==> src/rtl/act_fmt_pkg.sv <==
// Shared format codes, FP16/INT16 constants and the packed AXIS beat record
// used by the activation output round-and-pack stage.
package act_fmt_pkg;

   typedef enum logic [1:0] {
      ACT_CAL_FMT_INT16 = 2'b00,
      ACT_CAL_FMT_INT32 = 2'b01,
      ACT_CAL_FMT_FP32  = 2'b10,
      ACT_CAL_FMT_NONE  = 2'b11
   } act_cal_fmt_e;

   localparam logic [15:0] FP16_POS_INF  = 16'h7C00;
   localparam logic [15:0] FP16_NEG_INF  = 16'hFC00;
   localparam logic [15:0] FP16_QNAN     = 16'h7E00;
   localparam int          FP16_EXP_BIAS = 15;
   localparam int          FP32_EXP_BIAS = 127;

   localparam int INT16_MAX = 32767;
   localparam int INT16_MIN = -32768;

   typedef struct packed {
      logic [63:0] data;
      logic [7:0]  keep;
      logic        last;
   } axis_beat_t;

   function automatic logic [15:0] sat_int16(input logic [31:0] v);
      logic [15:0] r;
      if ($signed(v) > INT16_MAX) begin
         r = 16'(INT16_MAX);
      end else if ($signed(v) < INT16_MIN) begin
         r = 16'(INT16_MIN);
      end else begin
         r = v[15:0];
      end
      return r;
   endfunction

endpackage

==> src/rtl/fp32_to_fp16_rne.sv <==
// Combinational FP32 -> FP16 narrowing with round-to-nearest-even.
// Results below the smallest FP16 normal flush to signed zero.
module fp32_to_fp16_rne
   import act_fmt_pkg::*;
(
   input  logic [31:0] fp32,
   output logic [15:0] fp16
);

   localparam logic [7:0] EXP_MIN = 8'(FP32_EXP_BIAS - FP16_EXP_BIAS);
   localparam logic [7:0] EXP_MAX = 8'(FP32_EXP_BIAS + FP16_EXP_BIAS);

   logic        sign;
   logic [7:0]  exp32;
   logic [22:0] man32;
   logic        round_up;
   logic [4:0]  exp16;
   logic [14:0] mag;

   assign sign  = fp32[31];
   assign exp32 = fp32[30:23];
   assign man32 = fp32[22:0];

   // guard bit set and either sticky bits or an odd kept LSB
   assign round_up = man32[12] & ((|man32[11:0]) | man32[13]);
   assign exp16    = 5'(exp32 - EXP_MIN);
   assign mag      = {exp16, man32[22:13]} + {14'd0, round_up};

   always_comb begin
      fp16 = {sign, 15'd0};
      if (exp32 == 8'hFF) begin
         fp16 = (man32 != '0) ? FP16_QNAN : (sign ? FP16_NEG_INF : FP16_POS_INF);
      end else if (exp32 > EXP_MAX) begin
         fp16 = sign ? FP16_NEG_INF : FP16_POS_INF;
      end else if (exp32 >= EXP_MIN) begin
         // exponent field 0 after rounding means still below 2^-14
         if (mag[14:10] == 5'h1F) begin
            fp16 = sign ? FP16_NEG_INF : FP16_POS_INF;
         end else if (mag[14:10] != 5'd0) begin
            fp16 = {sign, mag};
         end
      end
   end

endmodule

==> src/rtl/act_out_round_pack.sv <==
// Narrows activation results to 16 bits, packs four per 64-bit AXIS beat and
// buffers beats in a FWFT FIFO, raising in_stall ahead of a possible overrun.
module act_out_round_pack
   import act_fmt_pkg::*;
#(
   parameter int INFO_ALONG_WIDTH = 2,
   parameter int FIFO_DEPTH       = 16,
   parameter int STALL_SLACK      = 4,
   parameter int SIM_DELAY        = 1
) (
   input  logic                        aclk,
   input  logic                        areset,
   input  logic [1:0]                  act_calfmt,
   input  logic [31:0]                 in_res,
   input  logic [INFO_ALONG_WIDTH-1:0] in_info_along,
   input  logic                        in_vld,
   output logic                        in_stall,
   output logic [63:0]                 m_axis_data,
   output logic [7:0]                  m_axis_keep,
   output logic                        m_axis_last,
   output logic                        m_axis_valid,
   input  logic                        m_axis_ready,
   output logic                        err_ovf
);

   localparam int          AW           = $clog2(FIFO_DEPTH);
   localparam int          STALL_THRESH = (STALL_SLACK + 3) / 4 + 2;
   localparam logic [AW:0] DEPTH_W      = FIFO_DEPTH[AW:0];
   localparam logic [AW:0] THRESH_W     = STALL_THRESH[AW:0];
   localparam logic [AW:0] PTR_ONE      = {{AW{1'b0}}, 1'b1};

   // input capture
   logic        in_vld_reg;
   logic [31:0] in_res_reg;
   logic        in_last_reg;

   // stage C
   logic [15:0] fp16_res;
   logic [15:0] conv_next;
   logic        c_vld_reg;
   logic [15:0] c_data_reg;
   logic        c_last_reg;

   // stage P
   logic [1:0]  lane_reg;
   logic [63:0] beat_reg;
   logic [63:0] merged;
   logic [7:0]  lane_keep;
   logic        push;
   axis_beat_t  push_beat;

   // FIFO
   axis_beat_t  mem [FIFO_DEPTH];
   logic [AW:0] wr_ptr_reg;
   logic [AW:0] rd_ptr_reg;
   logic [AW:0] count;
   logic [AW:0] free;
   logic        empty;
   logic        full;
   logic        pop;
   logic        wr_en;
   axis_beat_t  head;
   logic        stall_reg;
   logic        ovf_reg;

   logic unused_ok;
   assign unused_ok = ^{in_info_along, (SIM_DELAY != 0)};

   always_ff @(posedge aclk) begin
      if (areset) begin
         in_vld_reg  <= 1'b0;
         in_res_reg  <= 32'd0;
         in_last_reg <= 1'b0;
      end else begin
         in_vld_reg  <= in_vld;
         in_res_reg  <= in_res;
         in_last_reg <= in_info_along[0];
      end
   end

   fp32_to_fp16_rne u_fp32_to_fp16 (
      .fp32 (in_res_reg),
      .fp16 (fp16_res)
   );

   always_comb begin
      conv_next = in_res_reg[15:0];
      case (act_cal_fmt_e'(act_calfmt))
         ACT_CAL_FMT_INT16, ACT_CAL_FMT_INT32: conv_next = sat_int16(in_res_reg);
         ACT_CAL_FMT_FP32:                     conv_next = fp16_res;
         default:                              conv_next = in_res_reg[15:0];
      endcase
   end

   always_ff @(posedge aclk) begin
      if (areset) begin
         c_vld_reg  <= 1'b0;
         c_data_reg <= 16'd0;
         c_last_reg <= 1'b0;
      end else begin
         c_vld_reg  <= in_vld_reg;
         c_data_reg <= conv_next;
         c_last_reg <= in_last_reg;
      end
   end

   genvar gi;
   generate
      for (gi = 0; gi < 4; gi++) begin : g_lane
         assign merged[16*gi +: 16]  = (lane_reg == 2'(gi)) ? c_data_reg : beat_reg[16*gi +: 16];
         assign lane_keep[2*gi +: 2] = (2'(gi) <= lane_reg) ? 2'b11 : 2'b00;
      end
   endgenerate

   assign push           = c_vld_reg && ((lane_reg == 2'd3) || c_last_reg);
   assign push_beat.data = merged;
   assign push_beat.keep = lane_keep;
   assign push_beat.last = c_last_reg;

   // beat_reg is cleared on every push so lanes not yet filled stay zero
   always_ff @(posedge aclk) begin
      if (areset) begin
         lane_reg <= 2'd0;
         beat_reg <= 64'd0;
      end else if (c_vld_reg) begin
         if (push) begin
            lane_reg <= 2'd0;
            beat_reg <= 64'd0;
         end else begin
            lane_reg <= lane_reg + 2'd1;
            beat_reg <= merged;
         end
      end
   end

   assign count = wr_ptr_reg - rd_ptr_reg;
   assign free  = DEPTH_W - count;
   assign empty = (wr_ptr_reg == rd_ptr_reg);
   assign full  = (count == DEPTH_W);
   assign pop   = !empty && m_axis_ready;
   assign wr_en = push && (!full || pop);

   always_ff @(posedge aclk) begin
      if (wr_en) begin
         mem[wr_ptr_reg[AW-1:0]] <= push_beat;
      end
   end

   always_ff @(posedge aclk) begin
      if (areset) begin
         wr_ptr_reg <= '0;
         rd_ptr_reg <= '0;
         stall_reg  <= 1'b0;
         ovf_reg    <= 1'b0;
      end else begin
         if (wr_en) begin
            wr_ptr_reg <= wr_ptr_reg + PTR_ONE;
         end
         if (pop) begin
            rd_ptr_reg <= rd_ptr_reg + PTR_ONE;
         end
         stall_reg <= (free <= THRESH_W);
         if (push && full && !pop) begin
            ovf_reg <= 1'b1;
         end
      end
   end

   assign head         = mem[rd_ptr_reg[AW-1:0]];
   assign m_axis_valid = !empty;
   assign m_axis_data  = empty ? 64'd0 : head.data;
   assign m_axis_keep  = empty ? 8'd0 : head.keep;
   assign m_axis_last  = empty ? 1'b0 : head.last;
   assign in_stall     = stall_reg;
   assign err_ovf      = ovf_reg;

endmodule

==> config.mk <==
export PLATFORM = sky130hd
export DESIGN_NAME = act_out_round_pack
export DESIGN_NICKNAME = d
export VERILOG_FILES = /design/src/rtl/act_fmt_pkg.sv /design/src/rtl/fp32_to_fp16_rne.sv /design/src/rtl/act_out_round_pack.sv
export SDC_FILE = /design/constraint.sdc
export NUM_CORES = 1
export LEC_CHECK = 0
export ABC_AREA = 1
export CAP_MARGIN = 20
export CORE_ASPECT_RATIO = 1.5
export CORE_UTILIZATION = 55
export DETAILED_ROUTE_END_ITERATION = 10
export HOLD_SLACK_MARGIN = 0.03
export PLACE_DENSITY = 0.72
export RECOVER_POWER = 100
export SLEW_MARGIN = 5
export SYNTH_ARGS = -nofsm -noshare
export SYNTH_HDL_FRONTEND = slang
export SYNTH_SLANG_ARGS = --single-unit
==> constraint.sdc <==
create_clock -name aclk -period 11.38 [get_ports aclk]
set_input_delay 1.707 -clock aclk [delete_from_list [all_inputs] [get_ports aclk]]
set_output_delay 1.707 -clock aclk [all_outputs]
set_load 0.005 [all_outputs]
==> results of run 1 <==
power by group through the flow:
stage	Combinational, W	Sequential (W)	Clock, W
global placement	0.000907	0.00500	0
detailed placement	0.000929	0.00500	0
floorplan	0.000618	0.00496	0
global route	0.00101	0.00490	0.00372
CTS	0.000933	0.00490	0.00355
finish	0.000923	0.00490	0.00353
metal layers:
metal	share of wire	up-vias
met3	0.090	290
met1	0.38	15700
li1	-	14100
met4	0.038	0
met2	0.49	1548
met5	0	-
worst min-delay path by stage:
stage,startpoint,end,slack (ns),cells after the start
final,c_vld_reg$_SDFF_PP0_,lane_reg[0]$_SDFFE_PP0P_,0.45,1
after global routing,c_vld_reg$_SDFF_PP0_,lane_reg[0]$_SDFFE_PP0P_,0.47,1
after CTS,in_last_reg$_SDFF_PP0_,c_last_reg$_SDFF_PP0_,0.45,2
after detailed placement,in_last_reg$_SDFF_PP0_,c_last_reg$_SDFF_PP0_,0.44,2
after global placement,in_last_reg$_SDFF_PP0_,c_last_reg$_SDFF_PP0_,0.44,2
after floorplan,in_last_reg$_SDFF_PP0_,c_last_reg$_SDFF_PP0_,0.39,2
cells in the final DEF, fill, tap and decap left out, types with 75 or more instances in the layout:
cell type | netlist | layout
nand2_1 | 308 | 308
o21ai_0 | 569 | 569
o211ai_1 | 77 | 77
nor2_1 | 654 | 647
inv_1 | 90 | 87
edfxtp_1 | 1088 | 1088
clkbuf_16 | 0 | 108
dfxtp_1 | 134 | 131
o221ai_1 | 198 | 198
a21oi_1 | 155 | 155
o22ai_1 | 75 | 75
nand3_1 | 86 | 86
per-stage QoR:
stage                     hold slack, ns  total power (W)  setup slack, ns  utilization
after floorplan                    0.388          0.00558             5.87            -
after global placement             0.437          0.00591             5.22        0.580
after detailed placement           0.444          0.00593             5.08        0.580
after CTS                          0.454          0.00939             4.36        0.619
after global routing               0.475          0.00963             2.17        0.617
final                              0.452          0.00935             2.52        0.617
logic make-up after synthesis:
| logic type | count (synthesis) | share of synthesized area |
|---|---|---|
| adder cells (fa/ha/maj) | 19 | 0.00508 |
| multiplexers | 32 | 0.00746 |
| buffers and inverters | 369 | 0.0317 |
| AO/OA/AOI/OAI | 1084 | 0.134 |
| XOR/XNOR | 5 | 0.000907 |
| flip-flops | 1222 | 0.732 |
| AND/OR/NAND/NOR | 1082 | 0.0889 |
critical path, delay by kind of cell (launching register included):
family                     cells  cell delay [ns]
adders and majority gates      1             0.18
buffers and inverters          3             4.44
DFF                            1             0.43
and+or+nand+nor                5             3.23
cell type report:
type | count | area [um^2] | share of cell area
Tap cell | 1139 | 1430 | 0.0266
Clock buffer | 124 | 2820 | 0.0528
Antenna cell | 5 | 12.5 | 0.000234
Inverter | 95 | 378 | 0.00707
Sequential cell | 1222 | 35400 | 0.661
Multi-Input combinational cell | 2222 | 11500 | 0.215
Clock inverter | 68 | 561 | 0.0105
Timing Repair Buffer | 164 | 1430 | 0.0268
==> results summary, run 1 <==
The net switching fraction of the power came out at 0.240. The full die area came out at a little under 90000 um^2. The clock root buffer is clkbuf_16. In the synthesized netlist, the number of instances is roughly 3800. The area growth from synthesis to layout is 10.7%. Entering global routing, the biggest net connects 251 pins. Detailed placement finished with a half-perimeter wire length of 58.3 mm. Across every metal layer, demand over resource in global routing totals 0.271.

The worst relative slew slack came out at -2.22. Setup repair after global routing left no endpoint under its margin. The total global routing overflow came out at 0. The number of endpoints with negative hold slack in the final report came out at 0.

The DRC violation total after the first TritonRoute iteration is 3280. For this configuration, the core starts out at a cell density of 0.557. The via count came out at 31600. The slowest library cell on the worst path is clkbuf_1. The critical setup path kind is reg2reg. The final number of max-transition violations is 1386.

Traced cell by cell, the critical path runs through ha_1 > clkbuf_1 > nor2_1 > nor2_1 > nand2_1 > inv_1 > nand2_1 > nor2_1 > clkbuf_1. The sequential element share of the synthesized area is 0.732. The clock slew seen by the registers of the worst setup and hold paths is 0.07 ns. The relative contribution of sequential cells to total power came out at 0.524. For this run, the post-layout net count is 3867. The worst hold path belongs to the class reg2reg.

The via count of the first global-routing pass came out at between 30000 and 40000. The total I/O pin count is 116. The power density over cell area came out at 175 nW/um^2. The number of maximum-capacitance constraint violations came out at 39. The detail route stage leaves a number of antenna-violating nets equal to 0. In this run the critical register-to-register path is captured at mem[1][38]$_DFFE_PP_. The delay of the slowest cell on the worst path came out at 3.13 ns. The number of standard cells in the final layout excluding fillers came out at 5039. The slew at the pin closest to its max-slew limit is 4.82 ns. The final standard cell area without fillers came out at between 50000 and 60000 um^2.

The via count normalized by instance count came out at 6.27. The async set or reset register ratio after synthesis is 0. The total of cells resized after clock tree synthesis came out at 0.

Yosys instantiated no cell more often than edfxtp_1. The met1 routing resource usage after global routing is 0.343. The met3 global-route usage is 0.0435. The most numerous cell type found on the critical path is nor2_1. The clock net in this run drives a total of ~1200 sinks.

The number of filler instances in the final layout came out at 6433. TritonCTS built the clock tree. Summing all placed instances gives a cell area of 50300 um^2. The most common flop cell mapped by yosys is edfxtp_1.

The share of the clock period used by the worst path after layout came out at 0.779. met2 is the most crowded layer. The number of nets handed over by synthesis was a little under 4000. The count of buffers inserted at the top-level ports is 114.

In the post-synthesis netlist, the biggest area contributors are edfxtp_1 68%, o21ai_0 5.9%, dfxtp_1 5.6%, nor2_1 5.1%, o221ai_1 3.6%. For the final routed database, the setup TNS stands at 0 ns. In this run the worst setup path begins at lane_reg[0]$_SDFFE_PP0P_. The worst-case register-to-register setup slack came out at 2.52 ns.

The leading area contributor after synthesis is edfxtp_1. The number of buffers between clock root and the deepest sink is 3. The total number of H-tree levels came out at 3. The clock latency on the worst-skew pair came out at 0.70 ns. In this run the core area contains 132 standard-cell rows. The number of enable flip-flop cells after synthesis is roughly 1100. In this run, placement finished with an instance count of 4840. The cell leakage power is between 15 and 20 nW. The area of the core region came out at 86700 um^2. The number of detailed-route iterations in the first pass is 8. The number of flip-flops and latches in the synthesized netlist came out at 1222. The number of buffers created by CTS is 103.

The clock share of power came out at 0.377. The top cell type's share of synthesized area is 0.676. The synthesized area per cell is 12.7 um^2. The fmax came out at around 110 MHz. The clock skew came out at roughly 0.032 ns. STA classifies the critical path startpoint as a flip-flop. The checks that failed: capacitance limit, slew limit. In this run the power spent charging and discharging nets is 0.00225 W. The number of post-CTS setup repair buffers is 0. The die outline width is 244 um. The most critical setup path has its endpoint at mem[1][38]$_DFFE_PP_.

By count the netlist is led by 1088 x edfxtp_1, 654 x nor2_1, 569 x o21ai_0. The internal power came out at 0.00711 W. The floorplan step set the die height to roughly 370 um. The number of hold buffers added after cts is 0. The run finished, with violations left. The routed length per placed instance is 24.1 um. The flip-flop count of the largest register, all copies and words added came out at 1088. In this run the critical register-to-register path is launched from lane_reg[0]$_SDFFE_PP0P_.

The initial antenna violation count was 2. The weighted congestion reported at the end of routability-driven placement is 0.851. The maximum vdd ir drop came out at 0.134 mV. The count of final setup violators is 0. The maximum net fanout on the critical path is 46.

The worst setup path is captured at a flip-flop. The post-synthesis cell area is just under 50000 um^2. The required time of the worst setup path came out at 11.56 ns. The arrival time reported for the critical path endpoint came out at 9.04 ns. The routing usage on met2 is 0.460. The count of cell types in the netlist is 46. The synthesis warning total came out at 0.

The total wire length came out at approximately 120 mm. The post-detailed-route DRC marker count came out at 0. Of the cells placed in the final design, the portion with a size suffix greater than 1 is 0.0534. The worst path in the final design needs a cycle of about 9 ns, including I/O delays and setup. The logic depth of the worst register-to-register path came out at 9.

The first global-routing pass estimated ~180 mm of wire. Of the total power, combinational logic draws 0.099.
No activity file was read; power rests on OpenSTA's default activity.
==> inputs of run 2 (changes only) <==
==> constraint.sdc (replaced) <==
create_clock -name aclk -period 8.6 [get_ports aclk]
set_input_delay 1.29 -clock aclk [delete_from_list [all_inputs] [get_ports aclk]]
set_output_delay 1.29 -clock aclk [all_outputs]
set_load 0.005 [all_outputs]
==> results summary, run 2 (synthesis gave the netlist of run 1 again) <==
The flow ran to the end, but the final reports show violations. The final reports fail on capacitance limit, slew limit. The area after detailed placement came to 50300 um^2 (about the same).

The via count normalized by instance count came out at 6.30 (+0.34%). The total of cells resized after clock tree synthesis is 0 (unchanged). The die height was 365 um (unchanged). The area growth from synthesis to layout is 11.0%. The slew at the pin closest to its max-slew limit came to 4.07 ns (-0.754 ns). The number of maximum-capacitance constraint violations came out at 39 (unchanged). The final worst hold slack came out at 0.443 ns (-0.00909 ns). The clock latency on the worst-skew pair came out at 0.70 ns (about the same). The DRC violation total after the first TritonRoute iteration came out at 3543 (+8.0%). The total number of H-tree levels is 3 (unchanged). STA classifies the critical path endpoint as a primary output. In the layout the commonest cells are 1088 x edfxtp_1, 641 x nor2_1, 569 x o21ai_0, 308 x nand2_1, 198 x o221ai_1. The number of standard cells in the final layout excluding fillers came out at 5035 (-0.079%). The combined global-route utilization of all metal layers was 0.276 (+0.00438). The cell total after placement is 4843 (+0.062%). The number of filler instances in the final layout came out at 6385 (-0.75%).

The worst setup path is of the reg2out kind. The clock skew came out at 0.0324 ns (+0.000740 ns). The number of buffers between clock root and the deepest sink came to 3 (unchanged). The arrival time reported for the critical path endpoint came to 5.92 ns (-3.12 ns). The post-detailed-route DRC marker count was 0 (unchanged). The total number of clock tree sinks came to 1222 (unchanged). The final critical path time including I/O delays and setup is between 7 and 8 ns. The final standard cell area without fillers is 53600 um^2 (+0.31%). The via count was 31700 (+0.26%). The full die area is 89100 um^2 (unchanged). Setup repair after global routing left no endpoint under its margin.

The clock slew seen by the registers of the worst setup and hold paths is 0.07 ns (about the same). The most common library cell in the layout ignoring fill and taps is edfxtp_1. The total wire length came out at 123 mm (+0.89%).

The fraction of final layout cells sized beyond drive strength 1 came to 0.0578 (+0.00439). The total global routing overflow is 0 (unchanged). The final number of max-transition violations came out at 1836 (+32%). The final design utilization was 0.619 (+0.00189). The maximum net fanout on the critical path is 108 (+130%).

The post-detailed-placement half-perimeter wirelength came to 58.4 mm (about the same). The routed length per placed instance is 24.3 um (+0.97%). The number of detailed-route iterations in the first pass is 5 (-3). The cell row count came to 132 (unchanged).

The number of post-CTS setup repair buffers was 0 (unchanged). The count of buffers inserted at the top-level ports is 114 (unchanged). TritonCTS built the clock tree.

The required time of the worst setup path is 7.31 ns (-4.25 ns). The via count of the first global-routing pass is 31400 (+1.7%). The slowest library cell on the worst path is clkbuf_2. The summed negative setup slack over all endpoints came out at 0 ns (unchanged). The cell leakage power came to 17.6 nW (+0.50%). The weighted congestion reported at the end of routability-driven placement came out at 0.857 (+0.76%).

Static timing analysis puts the maximum clock frequency at roughly 140 MHz. STA classifies the critical path startpoint as a flip-flop. The number of endpoints with negative hold slack in the final report is 0 (unchanged). The worst relative slew slack was -1.71 (+0.503).

The die outline width came to 244 um (unchanged). The count of final setup violators is 0 (unchanged). The power density over cell area came to 234 nW/um^2 (+34%). The initial antenna violation count is 6 (+4). The worst min-delay path category is reg2reg. The number of hold buffers added after cts came out at 0 (unchanged). The share of the clock period used by the worst path after layout came out at 0.838.

The wire length of the first global-routing pass is 184 mm (+2.1%). The worst-case register-to-register setup slack is 1.74 ns (-0.78 ns). The signal on the critical path passes through clkbuf_2 > buf_4 > o21ai_0 > o221ai_1 > o211ai_1 > a21oi_1 > clkdlybuf4s50_1. The post-detailed-route count of antenna-violating nets is 0 (unchanged).

The delay of the slowest cell on the worst path came out at 1.62 ns (-1.51 ns). The number of buffers created by CTS is 103 (unchanged). The area of the core region was 86700 um^2 (unchanged). The total I/O pin count came to 116 (unchanged). The flip-flop count of the largest register, all copies and words added came to 1088 (unchanged).

The pin count of the biggest net entering global routing is 213 (-15%). The maximum vdd ir drop is 0.172 mV (+29%). The number of nets at the end of the flow came to 3868 (+0.026%). The cell sitting at the root of the clock tree is a clkbuf_16. The effective utilization at floorplan is 0.557 (unchanged).
-- run 2: where the power goes --
part           switching [W]  internal [W]  leakage (nW)
Combinational       0.000819      0.000403          4.81
Clock                0.00208       0.00272          1.70
Sequential         0.0000745       0.00643          11.1
-- run 2: worst max-delay path: cells and delay by family (launching register included) --
family | cells | cell delay, ns
buffers and inverters | 3 | 3.07
flip-flops | 1 | 0.90
AO/OA/AOI/OAI | 4 | 1.08
-- run 2: area by class of cell --
class	count	area, um^2	area share
Inverter	95	378	0.00704
Clock buffer	124	2770	0.0516
Multi-Input combinational cell	2222	11500	0.215
Sequential cell	1222	35400	0.659
Clock inverter	65	741	0.0138
Antenna cell	3	7.51	0.000140
Timing Repair Buffer	165	1440	0.0268
Tap cell	1139	1430	0.0266
-- run 2: per-layer routing --
layer / global-route usage / vias to the layer above / share of wire / wire length [um]
li1: - / 14100 / - / -
met1: 0.352 / 15700 / 0.38 / 46000
met2: 0.465 / 1614 / 0.49 / 60200
met3: 0.0449 / 307 / 0.091 / 11200
met4: 0.123 / 8 / 0.042 / 5150
met5: 0 / - / 0.00042 / 51
-- run 2: final timing paths --
path,from,to,depth (start not counted)
min,in_vld_reg$_SDFF_PP0_,c_vld_reg$_SDFF_PP0_,2
max,flip-flop,m_axis_data[28],7
max reg2reg,lane_reg[0]$_SDFFE_PP0P_,mem[2][26]$_DFFE_PP_,10
min reg2reg,in_vld_reg$_SDFF_PP0_,c_vld_reg$_SDFF_PP0_,2
-- run 2: metrics by stage --
step           worst slack, ns  power [W]
2_1_floorplan             3.16    0.00739
3_5_place_dp              3.04    0.00785
6_report                  1.39     0.0125
5_1_grt                   1.12     0.0129
3_3_place_gp              3.12    0.00782
4_1_cts                   2.23     0.0126
